## src/rtl/mac_lane_scheduler.sv

```systemverilog
// Round-robin dispatch of TLAST-delimited dot-product packets over C_NUM_MACS lanes; results return in dispatch order tagged by TID.
// Zero-latency dispatch and collect paths; input stalls while the target lane is busy or not ready, results wait on M_AXIS_TREADY.
module mac_lane_scheduler #(
    parameter int C_DATA_WIDTH = 8,
    parameter int C_NUM_MACS   = 4
) (
    input  logic                                  ACLK,
    input  logic                                  ARESET,
    input  logic [2*C_DATA_WIDTH-1:0]             S_AXIS_TDATA,
    input  logic                                  S_AXIS_TVALID,
    output logic                                  S_AXIS_TREADY,
    input  logic                                  S_AXIS_TLAST,
    input  logic [7:0]                            S_AXIS_TID,
    output logic [C_NUM_MACS*2*C_DATA_WIDTH-1:0]  LANE_TDATA,
    output logic [C_NUM_MACS-1:0]                 LANE_TVALID,
    output logic [C_NUM_MACS-1:0]                 LANE_TLAST,
    input  logic [C_NUM_MACS-1:0]                 LANE_TREADY,
    input  logic [C_NUM_MACS*32-1:0]              RES_TDATA,
    input  logic [C_NUM_MACS-1:0]                 RES_TVALID,
    output logic [C_NUM_MACS-1:0]                 RES_TREADY,
    output logic [31:0]                           M_AXIS_TDATA,
    output logic                                  M_AXIS_TVALID,
    input  logic                                  M_AXIS_TREADY,
    output logic                                  M_AXIS_TLAST,
    output logic [7:0]                            M_AXIS_TID,
    output logic [C_NUM_MACS-1:0]                 LANE_BUSY,
    output logic [$clog2(C_NUM_MACS):0]           IN_FLIGHT
);
    localparam int LW = $clog2(C_NUM_MACS);

    logic [LW-1:0]         disp_lane_q, disp_lane_d;
    logic [C_NUM_MACS-1:0] busy_q, busy_d;
    logic [C_NUM_MACS-1:0] mid_q, mid_d;
    logic [LW-1:0]         fifo_lane_q [C_NUM_MACS];
    logic [LW-1:0]         fifo_lane_d [C_NUM_MACS];
    logic [7:0]            fifo_tid_q  [C_NUM_MACS];
    logic [7:0]            fifo_tid_d  [C_NUM_MACS];
    logic [LW-1:0]         rd_ptr_q, rd_ptr_d;
    logic [LW-1:0]         wr_ptr_q, wr_ptr_d;
    logic [LW:0]           count_q, count_d;

    logic [LW-1:0] head_lane;
    logic [7:0]    head_tid;
    logic          fifo_nempty;
    logic          s_rdy;
    logic          beat_acc;
    logic          push;
    logic          m_vld;
    logic          pop;

    always_comb begin
        head_lane   = fifo_lane_q[rd_ptr_q];
        head_tid    = fifo_tid_q[rd_ptr_q];
        fifo_nempty = (count_q != '0);
        s_rdy       = !busy_q[disp_lane_q] && LANE_TREADY[disp_lane_q];
        beat_acc    = S_AXIS_TVALID && s_rdy;
        push        = beat_acc && S_AXIS_TLAST;
        m_vld       = fifo_nempty && RES_TVALID[head_lane];
        pop         = m_vld && M_AXIS_TREADY;
    end

    // Only the dispatch lane sees valid; only the head lane of the order FIFO may hand over its result.
    always_comb begin
        LANE_TDATA   = {C_NUM_MACS{S_AXIS_TDATA}};
        LANE_TVALID  = '0;
        LANE_TLAST   = '0;
        RES_TREADY   = '0;
        M_AXIS_TDATA = '0;
        for (int k = 0; k < C_NUM_MACS; k++) begin
            if (disp_lane_q == LW'(k)) begin
                LANE_TVALID[k] = S_AXIS_TVALID && !busy_q[k];
                LANE_TLAST[k]  = S_AXIS_TLAST;
            end
            if (head_lane == LW'(k)) begin
                RES_TREADY[k] = M_AXIS_TREADY && fifo_nempty;
                M_AXIS_TDATA  = RES_TDATA[k*32 +: 32];
            end
        end
    end

    assign S_AXIS_TREADY = s_rdy;
    assign M_AXIS_TVALID = m_vld;
    assign M_AXIS_TLAST  = m_vld;
    assign M_AXIS_TID    = head_tid;
    assign LANE_BUSY     = busy_q;
    assign IN_FLIGHT     = count_q;

    always_comb begin
        disp_lane_d = disp_lane_q;
        busy_d      = busy_q;
        mid_d       = mid_q;
        fifo_lane_d = fifo_lane_q;
        fifo_tid_d  = fifo_tid_q;
        rd_ptr_d    = rd_ptr_q;
        wr_ptr_d    = wr_ptr_q;
        count_d     = count_q;

        if (beat_acc) begin
            mid_d[disp_lane_q] = !S_AXIS_TLAST;
        end
        // A push targets a free lane and a pop a busy one, so the two never touch the same busy bit.
        if (push) begin
            busy_d[disp_lane_q]   = 1'b1;
            fifo_lane_d[wr_ptr_q] = disp_lane_q;
            fifo_tid_d[wr_ptr_q]  = S_AXIS_TID;
            wr_ptr_d              = wr_ptr_q + LW'(1);
            disp_lane_d           = disp_lane_q + LW'(1);
        end
        if (pop) begin
            busy_d[head_lane] = 1'b0;
            rd_ptr_d          = rd_ptr_q + LW'(1);
        end
        case ({push, pop})
            2'b10:   count_d = count_q + (LW+1)'(1);
            2'b01:   count_d = count_q - (LW+1)'(1);
            default: count_d = count_q;
        endcase
    end

    always_ff @(posedge ACLK) begin
        if (ARESET) begin
            disp_lane_q <= '0;
            busy_q      <= '0;
            mid_q       <= '0;
            fifo_lane_q <= '{default: '0};
            fifo_tid_q  <= '{default: '0};
            rd_ptr_q    <= '0;
            wr_ptr_q    <= '0;
            count_q     <= '0;
        end else begin
            disp_lane_q <= disp_lane_d;
            busy_q      <= busy_d;
            mid_q       <= mid_d;
            fifo_lane_q <= fifo_lane_d;
            fifo_tid_q  <= fifo_tid_d;
            rd_ptr_q    <= rd_ptr_d;
            wr_ptr_q    <= wr_ptr_d;
            count_q     <= count_d;
        end
    end

endmodule

```

## config.mk

```make
export PLATFORM = sky130hd
export DESIGN_NAME = mac_lane_scheduler
export DESIGN_NICKNAME = d
export VERILOG_FILES = /design/src/rtl/mac_lane_scheduler.sv
export SDC_FILE = /design/constraint.sdc
export NUM_CORES = 1
export LEC_CHECK = 0
export BUFFER_PORTS_ARGS = -buffer_cell sky130_fd_sc_hd__clkbuf_2
export CORE_AREA = 2 2 113 115
export CTS_CLUSTER_SIZE = 20
export DETAILED_ROUTE_END_ITERATION = 7
export DIE_AREA = 0 0 115 117
export PLACE_DENSITY = 0.67
export SLEW_MARGIN = 5
export SYNTH_ARGS = -nofsm -noshare
export SYNTH_HDL_FRONTEND = slang
export SYNTH_SLANG_ARGS = --single-unit
```

## constraint.sdc

```tcl
create_clock -name ACLK -period 3.6 [get_ports ACLK]
set_input_delay 0.18 -clock ACLK [delete_from_list [all_inputs] [get_ports ACLK]]
set_output_delay 0.18 -clock ACLK [all_outputs]
set_load 0.01 [all_outputs]
```

==> flow_summary.toml <==
[run_status]
status = "complete, no violations"

[hold_path]
holdPathEnd = "LANE_BUSY[3]"
worstHoldStart = "RES_TVALID[3]"
hold_depth = 2
hold_path.class = "in -> reg"

[synthesis]
ys_types = 33
synth_warnings = 0
synth_top_cell_by_area = "dfxtp_1"
synth.top_cell.area_share_pct = 27.3
syn_inst = 398
synth-seq-cells = 53
synthFlopType = "dfxtp_1"
synth_area_um2 = 3880
synth-edff-count = 0
avgSynthCellArea_um2 = 9.76
yosys-top-cells-count = "buf_4 (65), dfxtp_1 (53), a21oi_1 (43), mux4_2 (43), nand2_1 (39)"
seq_area_frac_synth_pct = 27.3
synth_nets = 573
synth_area_leaders = "dfxtp_1 (27%), mux4_2 (25%), buf_4 (13%), a21oi_1 (5.5%), nand3_1 (4.1%)"
synthArstFlopShare_pct = 0
synth.most_common_cell = "buf_4"

[sta]
skew_ps = 5.05
final-hold-violation-count = 0
max_freq_mhz = 330
slew_violations = 0
worst_pin_slew_ps = 1110
timing.final.crit_period_ps = 3030
setup_viol = 0
layout_setup_ws_ps = 574
setup_tns_ps = 0
rsz0062_at_grt = "no"
finalCritPeriodShare_pct = 84.1
slew_headroom_pct = 26.2

[power]
power_density_nw_per_um2 = 302
report.power.total_mw = 1.42
switching_share_pct = 28.8
ir_worst_vdd_uv = 221
power_frac_clock_pct = 34.9
combPwrFrac_pct = 22.1
p_sw_mw = 0.408
internal_power_mw = 1.01
leakagePower_nw = 2.03
seqPwrFrac_pct = 43.0

[clocking]
cts_max_path_buffers = 2
post_cts_buffers = 0
path_clk_slew_ps = 70
cts_tree = "yes"
ctsHoldBuffers = 0
cts_buffers = 5
cts-root-buf = "clkbuf_16"
insertion_delay_ps = 300
htree_levels = 2
cts.sinks = 53
cts_resized = 0

[die]
ios = 291
std_cell_rows = 41
die_h_um = 117
fp.dieArea_um2 = 13500
die_x_um = 115
initial_core_util_pct = 31.6
core-area_um2 = 12300

[worst_setup_path]
cp_data_required_time_ps = 3800
cp-start-kind = "flop"
regToRegEndpoint = "IN_FLIGHT[2]"
rrSetupSlack_ps = 570
r2r_start = "rd_ptr_q[0]"
path_class = "reg -> reg"
slowest_stage = "mux4_2"
r2r_cells = 9
cp-end-kind = "flop"
arrival_ps = 3230
crit_chain = "mux4_2 > or3b_4 > o2bb2ai_4 > ha_1 > inv_1 > fa_1 > xor2_1 > or3_1 > a21oi_1"
crit_path_max_incr_delay_ps = 570
path_max_fanout = 9

[route]
vias = 3638
via_per_inst = 5.36
routed_wl_mm = 15.5
drt-initial-drc-count = 329
wire_per_inst_um = 22.9
drc = 0
first_pass_iters = 5
final_antenna_net_count = 0

[layout]
drive_above_1_share_pct = 52.7
fin_area_um2 = 4690
syn_to_final_growth_pct = 20.7
nFillCells = 1244
layout.nets = 702
final_cells = 679

[global_routing]
grt_pass1_vias = 3565
grt.overflow.total = 0
grt_usage_pct = 22.4
grt_start_max_net_pins = 55
antenna_found_initial = 1
grt_pass1_wl_mm = 21.7

[place]
io_buffers = 210
place_area_um2 = 4540
post-place-cells = 670
gp_congestion = 0.952
dp_hpwl_mm = 13.0
dp_slack_ps = 602

[job]
maxCapViolations = 0
-- power by group through the flow --
stage                     Sequential [mW]  Combinational, mW  Clock [mW]
after detailed placement            0.624              0.312           0
after floorplan                     0.621              0.223           0
after CTS                           0.611              0.313       0.504
final                               0.610              0.313       0.494
after global placement              0.623              0.306           0
after global routing                0.612              0.335       0.529
-- sequential cells by signal (all words and copies together) (netlist names) --
name         cells
LANE_BUSY        4
disp_lane_q      2
rd_ptr_q         2
IN_FLIGHT        3
fifo_lane_q      8
fifo_tid_q      32
wr_ptr_q         2
-- placed cells by master (no fill, tap or decap), types with 6 or more instances in the layout --
master	n
clkbuf_2	210
dfxtp_1	53
mux4_2	43
a21oi_1	43
nand2_1	39
nand3_1	32
nor2_1	27
mux2i_1	10
ha_1	9
inv_1	7
and2_1	7
buf_4	6
-- metrics by stage --
stage                     utilization (%)  hold WS [ps]
final                                38.1           146
after global routing                 38.1           141
after CTS                            38.1           128
after detailed placement             36.8           360
after global placement               36.8           360
after floorplan                         -           277
-- layout make-up --
class / instances / area, um2 / share of cell area (%)
Timing Repair Buffer: 216 / 1100 / 23.4
Multi-Input combinational cell: 243 / 2160 / 46.1
Clock inverter: 3 / 25.0 / 0.534
Antenna cell: 1 / 2.50 / 0.0534
Tap cell: 150 / 188 / 4.00
Inverter: 8 / 30.0 / 0.641
Sequential cell: 53 / 1060 / 22.6
Clock buffer: 5 / 125 / 2.67
-- layer usage --
metal	part of all wire (%)	GRT usage, %	vias up
met5	0.064	0	-
met4	1.9	5.46	2
met3	15	12.2	44
met2	45	34.7	240
met1	38	27.4	1749
li1	-	-	1603
-- worst max-delay path by stage --
stage / from / endpoint / slack (ps) / cells past startpoint
2_1_floorplan: rd_ptr_q[0] / IN_FLIGHT[2] / 790 / 11
3_3_place_gp: rd_ptr_q[0] / IN_FLIGHT[2] / 650 / 9
3_5_place_dp: rd_ptr_q[1] / IN_FLIGHT[2] / 600 / 10
4_1_cts: rd_ptr_q[1] / IN_FLIGHT[2] / 580 / 10
5_1_grt: rd_ptr_q[1] / IN_FLIGHT[2] / 380 / 10
6_report: rd_ptr_q[0] / IN_FLIGHT[2] / 570 / 9
-- logic make-up after synthesis --
kind of cell               share of synthesized area (%)
and+or+nand+nor                                     14.0
muxes                                               29.1
adders and majority gates                           3.41
DFF                                                 27.3
AOI/OAI and AO/OA                                   7.92
xor gates and xnor gates                            1.13
buffers and inverters                               17.1
-- worst max-delay path, delay by kind of cell (launching register included) --
kind,cells,cell delay (ps)
flops,1,560
buf+inv,1,70
compound gates,2,300
mux,1,570
xor+xnor,1,150
fa+ha+maj,2,570
simple gates,2,720
Note: power is estimated with default switching activity, not from simulation.
